$ cat config.mk
export PLATFORM = sky130hd
export DESIGN_NAME = rpi_serial_port
export DESIGN_NICKNAME = d
export VERILOG_FILES = /design/src/rtl/rpi_serial_port_pkg.sv /design/src/rtl/rpi_serial_port_sync_edge.sv /design/src/rtl/rpi_serial_port.sv
export SDC_FILE = /design/constraint.sdc
export NUM_CORES = 1
export LEC_CHECK = 0
export CAP_MARGIN = 20
export CORE_UTILIZATION = 50
export CTS_CLUSTER_DIAMETER = 100
export DETAILED_ROUTE_END_ITERATION = 6
export PLACE_DENSITY = 0.75
export SLEW_MARGIN = 40
export SYNTH_ARGS = -nofsm -noshare
export SYNTH_HDL_FRONTEND = slang
export SYNTH_SLANG_ARGS = --single-unit
$ cat constraint.sdc
create_clock -name clk -period 2.69 [get_ports clk]
set_clock_uncertainty 0.05 [all_clocks]
set_input_delay 0.4035 -clock clk [delete_from_list [all_inputs] [get_ports clk]]
set_output_delay 0.4035 -clock clk [all_outputs]
set_load 0.02 [all_outputs]
$ cat src/rtl/rpi_serial_port_pkg.sv
// Purpose : shared constants and types for the RPi serial port block.
// Latency : n/a (package only).
// Backpressure: n/a.
package rpi_serial_port_pkg;

  // Register select codes carried on rpi_regsel
  localparam logic [1:0] REG_RD = 2'b00;
  localparam logic [1:0] REG_RC = 2'b01;
  localparam logic [1:0] REG_TD = 2'b10;
  localparam logic [1:0] REG_TC = 2'b11;

  localparam int         BYTE_BITS = 8;
  localparam int         CNT_W     = 4;
  // Count value at which the frame is one bit short of full
  localparam logic [CNT_W-1:0] CNT_LAST = CNT_W'(BYTE_BITS - 1);

  typedef enum logic [1:0] {
    ST_IDLE  = 2'd0,  // bit_cnt == 0
    ST_SHIFT = 2'd1,  // bit_cnt 1..7
    ST_FULL  = 2'd2,  // bit_cnt == 8, waiting for the latch strobe
    ST_ERR   = 2'd3   // overrun, frame will be discarded
  } rx_state_t;

endpackage

$ cat src/rtl/rpi_serial_port_sync_edge.sv
// Purpose : N-stage synchronizer with rising-edge detect per bit.
// Latency : q is SYNC_STAGES clk after the pin; rise is combinational on q.
// Backpressure: none, free-running sampler.
// Ports: clk/rst_n; d = async inputs; q = synchronized levels;
//        rise = q high while the previous synchronized sample was low.
module sync_edge #(
  parameter int SYNC_STAGES = 2,
  parameter int WIDTH       = 1
) (
  input  logic             clk,
  input  logic             rst_n,
  input  logic [WIDTH-1:0] d,
  output logic [WIDTH-1:0] q,
  output logic [WIDTH-1:0] rise
);

  logic [SYNC_STAGES-1:0][WIDTH-1:0] stg;
  logic [WIDTH-1:0]                  prev;

  always_ff @(posedge clk or negedge rst_n) begin
    if (!rst_n) begin
      stg  <= '0;
      prev <= '0;
    end else begin
      stg  <= {stg[SYNC_STAGES-2:0], d};
      prev <= stg[SYNC_STAGES-1];
    end
  end

  assign q    = stg[SYNC_STAGES-1];
  assign rise = q & ~prev;

endmodule

$ cat src/rtl/rpi_serial_port.sv
// Purpose : clocked RPi shift-register port; RX bytes into RD/RC, TX bytes out of TD/TC.
// Latency : SYNC_STAGES+1 clk pin edge to register update; rpi_sdata_in one clk later.
// Backpressure: none; the RPi paces everything, malformed RX frames raise frame_err.
// Ports: rpi_* = raw GPIO pins (async); td_in/tc_in = TI-side latches (sampled on sle);
//        rd_out/rc_out + rd_upd/rc_upd = bytes to the TI bus mux; frame_err = discarded frame.
module rpi_serial_port
  import rpi_serial_port_pkg::*;
#(
  parameter int SYNC_STAGES = 2
) (
  input  logic       clk,
  input  logic       rst_n,
  input  logic       rpi_sclk,
  input  logic       rpi_sle,
  input  logic [1:0] rpi_regsel,
  input  logic       rpi_sdata_out,
  output logic       rpi_sdata_in,
  input  logic [7:0] td_in,
  input  logic [7:0] tc_in,
  output logic [7:0] rd_out,
  output logic [7:0] rc_out,
  output logic       rd_upd,
  output logic       rc_upd,
  output logic       frame_err
);

  logic [1:0] ctl_rise, ctl_lvl_unused;
  logic [2:0] dat_q, dat_rise_unused;

  // Data and select use the same depth as the strobes so they line up with the edge
  sync_edge #(.SYNC_STAGES(SYNC_STAGES), .WIDTH(2)) u_ctl_sync (
    .clk(clk), .rst_n(rst_n), .d({rpi_sle, rpi_sclk}),
    .q(ctl_lvl_unused), .rise(ctl_rise)
  );

  sync_edge #(.SYNC_STAGES(SYNC_STAGES), .WIDTH(3)) u_dat_sync (
    .clk(clk), .rst_n(rst_n), .d({rpi_regsel, rpi_sdata_out}),
    .q(dat_q), .rise(dat_rise_unused)
  );

  logic       sclk_rise, sle_rise, sdata, is_rx, sel_chg;
  logic [1:0] sel, sel_prev;

  assign sclk_rise = ctl_rise[0];
  assign sle_rise  = ctl_rise[1];
  assign sdata     = dat_q[0];
  assign sel       = dat_q[2:1];
  assign is_rx     = (sel == REG_RD) || (sel == REG_RC);
  assign sel_chg   = (sel != sel_prev);

  rx_state_t        state, state_nxt;
  logic [CNT_W-1:0] bit_cnt, bit_cnt_nxt;
  logic [7:0]       rx_sr, rx_sr_nxt, tx_sr, tx_sr_nxt;
  logic [7:0]       rd_nxt, rc_nxt;
  logic             rd_upd_nxt, rc_upd_nxt, frame_err_nxt;

  always_ff @(posedge clk or negedge rst_n) begin
    if (!rst_n) begin
      state        <= ST_IDLE;
      bit_cnt      <= '0;
      rx_sr        <= '0;
      tx_sr        <= '0;
      sel_prev     <= REG_RD;
      rd_out       <= '0;
      rc_out       <= '0;
      rd_upd       <= 1'b0;
      rc_upd       <= 1'b0;
      frame_err    <= 1'b0;
      rpi_sdata_in <= 1'b0;
    end else begin
      state        <= state_nxt;
      bit_cnt      <= bit_cnt_nxt;
      rx_sr        <= rx_sr_nxt;
      tx_sr        <= tx_sr_nxt;
      sel_prev     <= sel;
      rd_out       <= rd_nxt;
      rc_out       <= rc_nxt;
      rd_upd       <= rd_upd_nxt;
      rc_upd       <= rc_upd_nxt;
      frame_err    <= frame_err_nxt;
      rpi_sdata_in <= tx_sr[7];
    end
  end

  always_comb begin
    state_nxt     = state;
    bit_cnt_nxt   = bit_cnt;
    rx_sr_nxt     = rx_sr;
    tx_sr_nxt     = tx_sr;
    rd_nxt        = rd_out;
    rc_nxt        = rc_out;
    rd_upd_nxt    = 1'b0;
    rc_upd_nxt    = 1'b0;
    frame_err_nxt = 1'b0;

    if (sel_chg) begin
      // A register switch abandons whatever RX frame was in progress
      state_nxt   = ST_IDLE;
      bit_cnt_nxt = '0;
    end else if (sle_rise) begin
      // sle has priority; a coincident sclk edge is dropped
      if (is_rx) begin
        if (state == ST_FULL) begin
          if (sel == REG_RD) begin
            rd_nxt     = rx_sr;
            rd_upd_nxt = 1'b1;
          end else begin
            rc_nxt     = rx_sr;
            rc_upd_nxt = 1'b1;
          end
        end else begin
          frame_err_nxt = 1'b1;
        end
        state_nxt   = ST_IDLE;
        bit_cnt_nxt = '0;
      end else begin
        tx_sr_nxt = (sel == REG_TC) ? tc_in : td_in;
      end
    end else if (sclk_rise) begin
      if (is_rx) begin
        unique case (state)
          ST_IDLE, ST_SHIFT: begin
            rx_sr_nxt   = {rx_sr[6:0], sdata};
            bit_cnt_nxt = bit_cnt + 1'b1;
            state_nxt   = (bit_cnt == CNT_LAST) ? ST_FULL : ST_SHIFT;
          end
          ST_FULL: state_nxt = ST_ERR;
          default: state_nxt = ST_ERR;
        endcase
      end else begin
        // Extra TX clocks simply shift zeros out
        tx_sr_nxt = {tx_sr[6:0], 1'b0};
      end
    end
  end

endmodule
Word-level counts from Yosys, hierarchy flattened --
Index checks and enable logic that the tools add are counted.
Cells by class: add/subtract/negate cells 1, multipliers 0, divide/modulo/power cells 0, magnitude comparators 0, equality and inequality tests 6, shift-type cells 0, multiplexer cells 32, bitwise logic cells 6, reductions and logical operators 14
Operators by type and width (number):
- 8-bit two-way mux | 5
- 4-bit two-way mux | 6
- 5-bit AND reduction | 3
- 1-bit two-way mux | 14
- 2-bit two-way mux | 7
- 3-bit AND reduction | 2
- 3-bit nonzero test | 2
- 4-bit by 1-bit adder with 4-bit output (second input constant) | 1
- 2-bit by 1-bit == test with 1-bit output (second input constant) | 2
- 2-bit == test (second input constant) | 2
- 4-bit by 3-bit == test with 1-bit output (second input constant) | 1
- 2-bit logical NOT | 2
- 1-bit inverter | 4
- 2-bit nonzero test | 2
- 2-bit bitwise AND | 1
- 2-bit inequality test | 1
- 2-bit inverter | 1
- 2-bit AND reduction | 1
- 2-bit OR reduction | 1
- 1-bit logical OR | 1
Word-level totals: register bits 56, bits in latches 0, RAM bits 0, bits in read-only memories 0, input bits 23, output and inout port bits 20, logic and storage cells 75, memories kept 0

Logic depth before layout (Yosys ltp) --
Gate-level depths: netlist of run 1.
depth in word-level cells 7, depth in mapped cells 5

By module --
A second synthesis of run 1 with hierarchy kept.
Unflattened totals: cells, all modules 186, area, all modules 2477.4 µm²
By module, submodules not included:
- rpi_serial_port | instances 1, cells an instance 161, area an instance 1995.7 µm², seq. area each 1101.1 µm²
- sync_edge at u_dat_sync | instances 1, cells an instance 15, area an instance 289.0 µm², seq. area each 225.2 µm²
- sync_edge at u_ctl_sync | instances 1, cells an instance 10, area an instance 192.7 µm², seq. area each 150.1 µm²

Least setup slack after synthesis of run 1 --
Ideal clock, no wire load.
path kind flip-flop to flip-flop, start point register u_dat_sync.stg (netlist bit u_dat_sync.q[1]), end point register rd_out[0], setup time 128 ps, arrival 1805 ps, required time 2512 ps, path slack 708 ps, stages on the path, launching flop included 6, path through dfrtp_1 -> xor2_1 -> or4_4 -> nor3b_2 -> buf_4 -> mux2_1
Between the ends: word-level cells in the longest chain between the ends 3, elaborated cells between the ends (all ways) 6, classes of those cells eq/ne: 2; bitwise: 1; reduce/logical: 3
Ends and longest elaborated chain:
- from (decl) | line rpi_serial_port_sync_edge.sv:17 | logic [SYNC_STAGES-1:0][WIDTH-1:0] stg;
- from (signal assigned) | line rpi_serial_port_sync_edge.sv:25 | stg <= {stg[SYNC_STAGES-2:0], d};
- 2-bit by 1-bit == test with 1-bit output, or another cell as far along | line rpi_serial_port.sv:48 | assign is_rx = (sel == REG_RD) || (sel == REG_RC);
- 1-bit logical OR / 1-bit inverter (equally long branches)
- 5-bit AND reduction (no line) *
- to (signal assigned) | line rpi_serial_port.sv:76 | rd_out <= rd_nxt;
- to (decl) | line rpi_serial_port.sv:20 | output logic [7:0] rd_out,
Every way passes the cells marked *; elsewhere a longest branch is shown, timed or not. A chain may end at the register's enable or synchronous reset.

Worst setup path after layout of run 1 --
start point register u_dat_sync.stg (netlist bit u_dat_sync.q[1]), end point register rc_out[6]
Between the ends: word-level cells in the longest chain between the ends 3, elaborated cells between the ends (all ways) 7, classes of those cells eq/ne: 2; bitwise: 2; reduce/logical: 3
Ends and longest elaborated chain:
- 2-bit by 1-bit == test with 1-bit output, or another cell as far along | line rpi_serial_port.sv:48
- 1-bit logical OR / 1-bit inverter (equally long branches)
- 5-bit AND reduction (no line) *
- to (signal assigned) | line rpi_serial_port.sv:77 | rc_out <= rc_nxt;
- to (decl) | line rpi_serial_port.sv:21 | output logic [7:0] rc_out,
Marked as above.

==> metrics.cfg, run 1 <==
[status]
outcome = complete, no violations

[floorplanning]
die_w_um = 67.6
die_area_sq_um = 4580
core-area_sq_um = 4060
rows = 23
fp.dieH_um = 67.6
initial_core_util_pct = 53.1
num_io_pins = 43

[timing]
setup_viol_count_final = 0
finalWorstSetupSlack_ns = 0.510
worstMarginPinSlew_ns = 0.710
rsz0062_at_grt = no
fmax_mhz = 459
period_share_pct = 81.0
slew_violations = 0
hold_viol_final = 0
relSlewSlack_pct = 52.7
fin_setup_tns_ns = 0
fin_crit_ns = 2.18

[synth]
ys_ff_latch = 56
yosys_warnings = 0
syn_nets = 187
async_flop_share_pct = 100
synth_ff_type = dfrtp_1
ys_seq_area_share_pct = 65.0
avgSynthCellArea_sq_um = 13.2
synth_cell_types = 32
synth_edf_count = 0
synthCells = 163
syn_area_sq_um = 2150

[cells_and_area]
fillCellCount = 293
layout_commonest_cell = dfrtp_1
drive_gt1_share_pct = 15.9
syn_to_final_growth_pct = 27.4
diodes = 0
nets = 237
instances_no_fill = 264
layout_common_cells = dfrtp_1 (56), clkdlybuf4s50_1 (41), nand2_1 (20), mux2_2 (17)
finalCoreUtilization_pct = 67.7

[global_route]
gr-usage-all-layers_pct = 21.5
grt_pass1_wl_um = 7040
overflow = 0
grt_antenna_before_repair = 0
grt_pass1_vias = 1501
grt_max_degree = 34

[place]
placed_cells = 256
place_ws_ns = 0.508
dpl.hpwl_um = 3130
io_buffer_count = 42
globalplace.congestion = 0.802

[detailed_routing]
vias = 1493
ant_nets = 0
remaining_drc_errors = 0
first_pass_iters = 4
routed_via_density = 5.66
wl_per_cell_um = 16.8
drt_iter0_drc = 24
wl_um = 4420

[power]
p_seq_share_pct = 60.3
p_int_mw = 1.20
pwr-share-comb_pct = 10.7
switching_share_pct = 23.8
cellPowerDensity_nw_per_um2 = 573
power_leakage_nw = 1.24
power_frac_clock_pct = 28.9
p_sw_mw = 0.374
vdd_ir_drop_max_v = 0.000330

[critical_path]
cp-start-kind = flip-flop
path_max_fanout = 8
max_stage_delay_ns = 0.47
path_cells = xor2_1, nor4_1, nand3_1, mux2_2
critical_path_required_ns = 2.83
worst_setup_path_end_kind = flip-flop
crit_arrival_ns = 2.32
critical_path_class = reg2reg
slowest_stage = dfrtp_1

[cts]
clkTransAtPathRegs_ns = 0.09
cts_max_level = 2
clk_latency_ns = 0.30
cts_tree = yes
cts_made_buffers = 5
clockBufferDepth = 2
cts.sinks = 56
cts_resized = 0
holdBufCountCts = 0
post_cts_buffers = 0
ctsRootBufferMaster = clkbuf_8

[hold_path]
hold_class = in2async

[job]
drv_cap = 0

## Yosys cell counts (all sizes together), types with 2 or more instances
cell | instances | area share [%]
dfrtp | 56 | 65
mux2 | 25 | 13
nand2 | 20 | 3.5
o22ai | 8 | 2.3
a31oi | 7 | 2.0
a21oi | 4 | 0.93
inv | 4 | 0.70
nand3 | 4 | 0.93
nand2b | 3 | 0.87
nor2b | 3 | 0.87
nor3 | 3 | 0.70
o21ai | 3 | 0.70
buf | 2 | 0.52
mux2i | 2 | 0.93
nand4 | 2 | 0.58
nor2 | 2 | 0.35
nor3b | 2 | 0.93
nor4 | 2 | 0.87
or4 | 2 | 0.87
xor2 | 2 | 0.81
## metrics by stage
stage | hold WS [ns] | power (mW) | instance area [sq um]
final | 0.0894 | 1.57 | 2750
after global routing | 0.138 | 1.64 | 2750
after CTS | 0.118 | 1.58 | 2740
after detailed placement | 0.286 | 1.13 | 2650
after global placement | 0.282 | 1.12 | 2650
after floorplan | 0.0579 | 1.04 | 2150
## power by group through the flow
stage | Sequential [mW] | Clock (mW) | Combinational (mW)
3_5_place_dp | 0.965 | 0 | 0.167
3_3_place_gp | 0.959 | 0 | 0.159
4_1_cts | 0.948 | 0.467 | 0.168
5_1_grt | 0.957 | 0.500 | 0.188
6_report | 0.949 | 0.455 | 0.169
2_1_floorplan | 0.956 | 0 | 0.0833
## final cells by class
| class | count | area [sq um] | area share (%) |
|---|---|---|---|
| Sequential cell | 56 | 1400 | 51.0 |
| Multi-Input combinational cell | 100 | 728 | 26.5 |
| Timing Repair Buffer | 46 | 445 | 16.2 |
| Clock buffer | 6 | 82.6 | 3.01 |
| Tap cell | 50 | 62.6 | 2.28 |
| Inverter | 4 | 15.0 | 0.547 |
| Clock inverter | 2 | 10.0 | 0.365 |
## metal layers
| layer | part of all wire [%] | wire length (um) | GRT usage, % |
|---|---|---|---|
| met3 | 5.7 | 251 | 6.25 |
| met5 | 0 | 0 | 0 |
| met2 | 50 | 2200 | 35.9 |
| met1 | 43 | 1890 | 26.3 |
| met4 | 1.8 | 78 | 7.71 |
## sequential cells by signal, summed over array words and instances (netlist names)
register and count:
bit_cnt 4, frame_err 1, rc_out 8, rc_upd 1
rd_out 8, rd_upd 1, rpi_sdata_in 1, rx_sr 8
sel_prev 2, state 2, tx_sr 8, u_ctl_sync.prev 2
u_ctl_sync.q 2, u_ctl_sync.stg 2, u_dat_sync.q 3, u_dat_sync.stg 3
## kinds of logic (layout without fill, tap and decap cells)
family                   after synthesis  count (layout)  synth area share (%)
adder cells (fa/ha/maj)                1               1                 0.581
AO/OA/AOI/OAI                         25              25                  7.14
AND/OR/NAND/NOR                       45              45                  11.0
XOR/XNOR                               2               2                 0.813
multiplexers                          27              27                  14.0
buffers and inverters                  7              58                  1.39
flip-flops                            56              56                  65.0
## final timing paths
check | from | end | slack [ns] | cells past startpoint
max | u_dat_sync.q[1] | rc_out[6] | 0.51 | 4
min | rst_n | state[0] | 0.09 | 1
max reg2reg | u_dat_sync.q[1] | rc_out[6] | 0.51 | 4
min reg2reg | u_ctl_sync.stg[0] | u_ctl_sync.q[0] | 0.30 | 0
max in group asynchronous | rst_n | rd_out[5] | 1.85 | 2
min in group clk | u_ctl_sync.stg[0] | u_ctl_sync.q[0] | 0.30 | 0
## critical path: cells and delay by family (launching register included)
kind | cells | cell delay (ns)
muxes | 1 | 0.42
DFF | 1 | 0.47
and+or+nand+nor | 2 | 0.85
xor gates and xnor gates | 1 | 0.28
Power figures use the tool's default switching activity.
==> inputs of run 2 (changes only) <==
--- a/config.mk
+++ b/config.mk
@@ -6,10 +6,10 @@
 export NUM_CORES = 1
 export LEC_CHECK = 0
 export CAP_MARGIN = 20
-export CORE_UTILIZATION = 50
+export CORE_UTILIZATION = 45
 export CTS_CLUSTER_DIAMETER = 100
 export DETAILED_ROUTE_END_ITERATION = 6
-export PLACE_DENSITY = 0.75
+export PLACE_DENSITY = 0.71
 export SLEW_MARGIN = 40
 export SYNTH_ARGS = -nofsm -noshare
 export SYNTH_HDL_FRONTEND = slang
==> constraint.sdc (replaced) <==
create_clock -name clk -period 1.9 [get_ports clk]
set_clock_uncertainty 0.05 [all_clocks]
set_input_delay 0.285 -clock clk [delete_from_list [all_inputs] [get_ports clk]]
set_output_delay 0.285 -clock clk [all_outputs]
set_load 0.02 [all_outputs]
==> metrics.cfg, run 2 (same netlist as run 1, synthesis figures left out) <==
[status]
outcome = finished with violations  ; was complete, no violations
violations = DRC, setup timing

[power]
vdd_ir_drop_max_v = 0.000466  ; was 0.000330 V
cellPowerDensity_nw_per_um2 = 769  ; was 573 nW/um^2
power_leakage_nw = 1.30  ; was 1.24 nW

[floorplanning]
die_w_um = 71.2  ; was 67.6 um
num_io_pins = 43  ; unchanged
die_area_sq_um = 5070  ; was 4580 sq um
core-area_sq_um = 4470  ; was 4060 sq um
fp.dieH_um = 71.2  ; was 67.6 um
rows = 24  ; was 23
initial_core_util_pct = 48.2  ; was 53.1%

[cells_and_area]
layout_common_cells = dfrtp_1 (55), clkdlybuf4s50_1 (41), nand2_1 (20), mux2_2 (17), buf_4 (13)  ; was dfrtp_1 (56), clkdlybuf4s50_1 (41), nand2_1 (20), mux2_2 (17)
diodes = 0  ; unchanged
syn_to_final_growth_pct = 34.7  ; was 27.4%
nets = 249  ; was 237
layout_commonest_cell = dfrtp_1  ; unchanged
fillCellCount = 329  ; was 293
drive_gt1_share_pct = 22.6  ; was 15.9%
fin_area_sq_um = 2900  ; was 2750 sq um

[critical_path]
reg2reg_depth = 5  ; was 4
critical_path_class = reg2reg  ; unchanged
rrSetupSlack_ns = -0.02  ; was 0.51 ns
path_max_fanout = 9  ; was 8
worst_setup_path_end_kind = flip-flop  ; unchanged
crit_arrival_ns = 2.06  ; was 2.32 ns
cp-start-kind = flip-flop  ; unchanged
r2r-start = sel_prev[0]  ; was u_dat_sync.q[1]
r2r_end = rd_out[6]  ; was rc_out[6]
critical_path_required_ns = 2.04  ; was 2.83 ns

[global_route]
grt_pass1_wl_um = 7010  ; was 7040 um
grt_pass1_vias = 1598  ; was 1501
grt_antenna_before_repair = 0  ; unchanged
gr-usage-all-layers_pct = 18.0  ; was 21.5%
overflow = 0  ; unchanged
grt_max_degree = 37  ; was 34

[place]
dpl.hpwl_um = 2900  ; was 3130 um
post_dp_cell_area_sq_um = 2770  ; was 2650 sq um
io_buffer_count = 42  ; unchanged
globalplace.congestion = 0.788  ; was 0.802

[cts]
clkTransAtPathRegs_ns = 0.09  ; about the same
cts_tree = yes  ; unchanged
cts_max_level = 2  ; unchanged
clk_latency_ns = 0.30  ; about the same
cts.sinks = 56  ; unchanged
post_cts_buffers = 0  ; unchanged
clockBufferDepth = 2  ; unchanged
cts_made_buffers = 5  ; unchanged
ctsRootBufferMaster = clkbuf_8  ; unchanged

[detailed_routing]
vias = 1500  ; was 1493
ant_nets = 0  ; unchanged
remaining_drc_errors = 6  ; was 0
wl_per_cell_um = 15.2  ; was 16.8 um
routed_via_density = 5.40  ; was 5.66
first_pass_iters = 6  ; was 4
wl_um = 4230  ; was 4420 um
drt_iter0_drc = 78  ; was 24

[timing]
finalWorstSetupSlack_ns = -0.0243  ; was 0.510 ns
relSlewSlack_pct = 67.3  ; was 52.7%
setup_viol_count_final = 5  ; was 0
period_share_pct = 101  ; was 81.0%
fin_setup_tns_ns = -0.0834  ; was 0 ns
fmax_mhz = 520  ; was 459 MHz
hold_viol_final = 0  ; unchanged
worstMarginPinSlew_ns = 0.490  ; was 0.710 ns
rsz0062_at_grt = yes  ; was no
slew_violations = 0  ; unchanged
fin_crit_ns = 1.92  ; was 2.18 ns

[job]
drv_cap = 0  ; unchanged

[hold_path]
hold_depth = 0
hp-start = u_dat_sync.stg[1]
min_to = u_dat_sync.q[1]
hold_class = reg2reg  ; was in2async

[run 2: changes by cell type in the layout (fill, tap and decap cells not counted), moves of 2 or more]
cell,before,now
mux2_4,0,4
buf_4,4,13
mux2_1,8,4
clkinv_2,2,0
[run 2: cell type report]
type / instances / area (sq um) / share of cell area [%]
flip-flops and latches: 56 / 1400 / 48.3
multi-input cells: 100 / 776 / 26.7
repair buffers: 58 / 554 / 19.1
clock buffers: 6 / 72.6 / 2.50
well taps: 52 / 65.1 / 2.24
clock inverters: 2 / 16.3 / 0.561
inverters: 4 / 15.0 / 0.517
[run 2: critical path: stages, from the launching register on]
cell and delay (ns):
dfrtp_1 0.44, xor2_4 0.19, or4_4 0.44, nor3b_2 0.19
buf_6 0.18, mux2_1 0.32
[run 2: metal layers]
layer  vias up  GRT usage [%]  part of all wire (%)
met2        61           30.7                    48
met4         0           6.44                   1.4
li1        702              -                     -
met5         -              0                     0
met1       730           22.0                    44
met3         7           5.13                   6.1
[run 2: repair_timing]
item | CTS | global route
resized for setup | 2 | 6
setup endpoints to repair | 8 | 23
endpoints found under the hold margin | 20 | 0
hold buffers | 1 | 0
[run 2: worst max path at each step]
stage / slack, ns / endpoint / start
detailed placement: -0.02 / rd_out[5] / sel_prev[0]
finish: -0.02 / rd_out[6] / sel_prev[0]
global route: -0.08 / rd_out[6] / sel_prev[0]
global placement: 0.03 / rd_out[0] / sel_prev[0]
floorplan: 0.03 / rd_out[0] / u_dat_sync.q[1]
CTS: -0.03 / rd_out[5] / sel_prev[0]
[run 2: metrics by stage]
stage          power [mW]  utilization [%]  std cells  setup WS, ns  hold slack (ns)
2_1_floorplan        1.48                -        163        0.0279          -0.0606
3_3_place_gp         1.61             61.8        269        0.0274            0.217
3_5_place_dp         1.62             61.8        269       -0.0219            0.228
4_1_cts              2.26             64.2        278       -0.0307            0.313
5_1_grt              2.35             64.8        278       -0.0812            0.322
6_report             2.23             64.8        278       -0.0243            0.309
[run 2: power by group]
group          switching [mW]  internal, mW
clock network           0.363         0.263
logic                   0.121         0.147
registers              0.0558          1.28
total                   0.540          1.69
==> inputs of run 3 (changes only) <==
--- a/config.mk
+++ b/config.mk
@@ -6,6 +6,7 @@
 export NUM_CORES = 1
 export LEC_CHECK = 0
 export CAP_MARGIN = 20
+export CORE_MARGIN = 2
 export CORE_UTILIZATION = 45
 export CTS_CLUSTER_DIAMETER = 100
 export DETAILED_ROUTE_END_ITERATION = 6
==> metrics.cfg, run 3 (same netlist as run 1, synthesis figures left out) <==
[detailed_routing]
vias = 1500  ; unchanged
ant_nets = 0  ; unchanged
first_pass_iters = 4  ; was 6
routed_via_density = 5.34  ; was 5.40
wl_per_cell_um = 15.5  ; was 15.2 um
wl_um = 4360  ; was 4230 um
drt_iter0_drc = 45  ; was 78
remaining_drc_errors = 0  ; was 6

[cells_and_area]
nets = 250  ; was 249
diodes = 0  ; unchanged
drive_gt1_share_pct = 21.6  ; was 22.6%
fin_area_sq_um = 2920  ; was 2900 sq um
layout_common_cells = dfrtp_1 (55), clkdlybuf4s50_1 (41), nand2_1 (20), mux2_2 (17), buf_4 (13)  ; unchanged
fillCellCount = 355  ; was 329
layout_commonest_cell = dfrtp_1  ; unchanged
syn_to_final_growth_pct = 35.7  ; was 34.7%
instances_no_fill = 281  ; was 278

[timing]
worstMarginPinSlew_ns = 0.471  ; was 0.490 ns
period_share_pct = 101  ; about the same
fin_crit_ns = 1.92  ; about the same
slew_violations = 0  ; unchanged
worst_hold_slack_ns = 0.307  ; was 0.309 ns
setup_viol_count_final = 5  ; unchanged
fmax_mhz = 520  ; about the same
hold_viol_final = 0  ; unchanged
rsz0062_at_grt = yes  ; unchanged
relSlewSlack_pct = 68.6  ; was 67.3%
finalWorstSetupSlack_ns = -0.0242  ; was -0.0243 ns

[power]
p_seq_share_pct = 56.7  ; was 59.9%
power_frac_clock_pct = 32.0  ; was 28.1%
switching_share_pct = 22.7  ; was 24.2%
p_sw_mw = 0.533  ; was 0.540 mW
cellPowerDensity_nw_per_um2 = 805  ; was 769 nW/um^2
p_int_mw = 1.82  ; was 1.69 mW
vdd_ir_drop_max_v = 0.000420  ; was 0.000466 V
pwr-share-comb_pct = 11.3  ; was 12.0%
power_leakage_nw = 1.32  ; was 1.30 nW

[cts]
cts_max_level = 2  ; unchanged
cts_made_buffers = 5  ; unchanged
clkTransAtPathRegs_ns = 0.09  ; about the same
cts_tree = yes  ; unchanged
clockBufferDepth = 2  ; unchanged
ctsRootBufferMaster = clkbuf_8  ; unchanged
cts.sinks = 56  ; unchanged
clk_latency_ns = 0.30  ; about the same

[critical_path]
crit_arrival_ns = 2.06  ; about the same
cp-start-kind = flip-flop  ; unchanged
critical_path_class = reg2reg  ; unchanged
path_max_fanout = 9  ; unchanged
worst_setup_path_end_kind = flip-flop  ; unchanged
critical_path_required_ns = 2.04  ; about the same

[place]
dpl.hpwl_um = 3070  ; was 2900 um
post_dp_cell_area_sq_um = 2760  ; was 2770 sq um
globalplace.congestion = 0.841  ; was 0.788
placed_cells = 270  ; was 269
io_buffer_count = 42  ; unchanged

[floorplanning]
initial_core_util_pct = 46.2  ; was 48.2%
fp.dieH_um = 73.2  ; was 71.2 um
rows = 25  ; was 24
die_w_um = 73.2  ; was 71.2 um
core-area_sq_um = 4660  ; was 4470 sq um
die_area_sq_um = 5360  ; was 5070 sq um
num_io_pins = 43  ; unchanged

[status]
outcome = finished with violations  ; unchanged
violations = setup timing  ; was DRC, setup timing

[global_route]
grt_max_degree = 38  ; was 37
grt_pass1_vias = 1619  ; was 1598
grt_pass1_wl_um = 7410  ; was 7010 um
overflow = 0  ; unchanged
gr-usage-all-layers_pct = 18.1  ; was 18.0%
grt_antenna_before_repair = 0  ; unchanged

[job]
drv_cap = 0  ; unchanged

[hold_path]
hold_class = reg2reg  ; unchanged

==> run 3: changes by cell type in the layout (fill, tap and decap cells not counted), sizes merged <==
| cell | change |
|---|---|
| buf | +1 |
| bufinv | +1 |
| clkinvlp | -1 |
==> run 3: path summary, 6_finish.rpt <==
kind	start	to	slack [ns]	cells after the start
setup reg to reg	sel_prev[0]	rd_out[2]	-0.02	5
hold reg to reg	u_dat_sync.stg[0]	u_dat_sync.q[0]	0.31	0
max in group asynchronous	rst_n	u_dat_sync.q[1]	0.83	3
setup / recovery	sel_prev[0]	rd_out[2]	-0.02	5
hold / removal	u_dat_sync.stg[0]	u_dat_sync.q[0]	0.31	0
min in group asynchronous	rst_n	tx_sr[3]	0.42	2
==> run 3: repair_timing <==
action                                 4_1_cts  5_1_grt
hold buffers                                 1        0
endpoints found under the hold margin       19        0
setup buffers                                0        2
pin swaps                                    0        1
resized for setup                            2        4
setup endpoints to repair                   16       31
==> run 3: power groups by stage <==
stage	combinational [mW]	clock, mW	sequential, mW
finish	0.266	0.752	1.34
floorplan	0.120	0	1.36
detailed placement	0.258	0	1.36
global placement	0.252	0	1.36
CTS	0.264	0.777	1.34
global route	0.296	0.826	1.35
==> run 3: layout make-up <==
type                            instances  area, sq um  share of cell area [%]
Timing Repair Buffer                   59          566                    19.3
Sequential cell                        56         1400                    48.0
Inverter                                4         15.0                   0.514
Tap cell                               54         67.6                    2.31
Multi-Input combinational cell        100          764                    26.2
Clock buffer                            6         72.6                    2.48
Clock inverter                          2         35.0                    1.20
==> run 3: critical path: stages, from the launching register on <==
cell	delay, ns
dfrtp_1	0.44
xor2_4	0.20
or4_4	0.43
nor3b_2	0.19
buf_6	0.17
mux2_1	0.34
==> run 3: per-layer routing <==
layer | GRT usage [%] | part of all wire, % | vias to the layer above
li1 | - | - | 704
met1 | 23.0 | 45 | 722
met2 | 29.5 | 47 | 66
met3 | 5.25 | 6.3 | 8
met4 | 6.58 | 1.6 | 0
met5 | 0 | 0 | -
==> run 3: stage by stage <==
stage	setup TNS (ns)	worst slack (ns)	total power, mW	utilization (%)
6_report	-0.0711	-0.0242	2.35	62.7
3_5_place_dp	-0.382	-0.0425	1.62	59.2
5_1_grt	-0.610	-0.0858	2.47	62.7
4_1_cts	-0.232	-0.0428	2.38	62.0
3_3_place_gp	0	0.0161	1.61	59.2
2_1_floorplan	0	0.0279	1.48	-
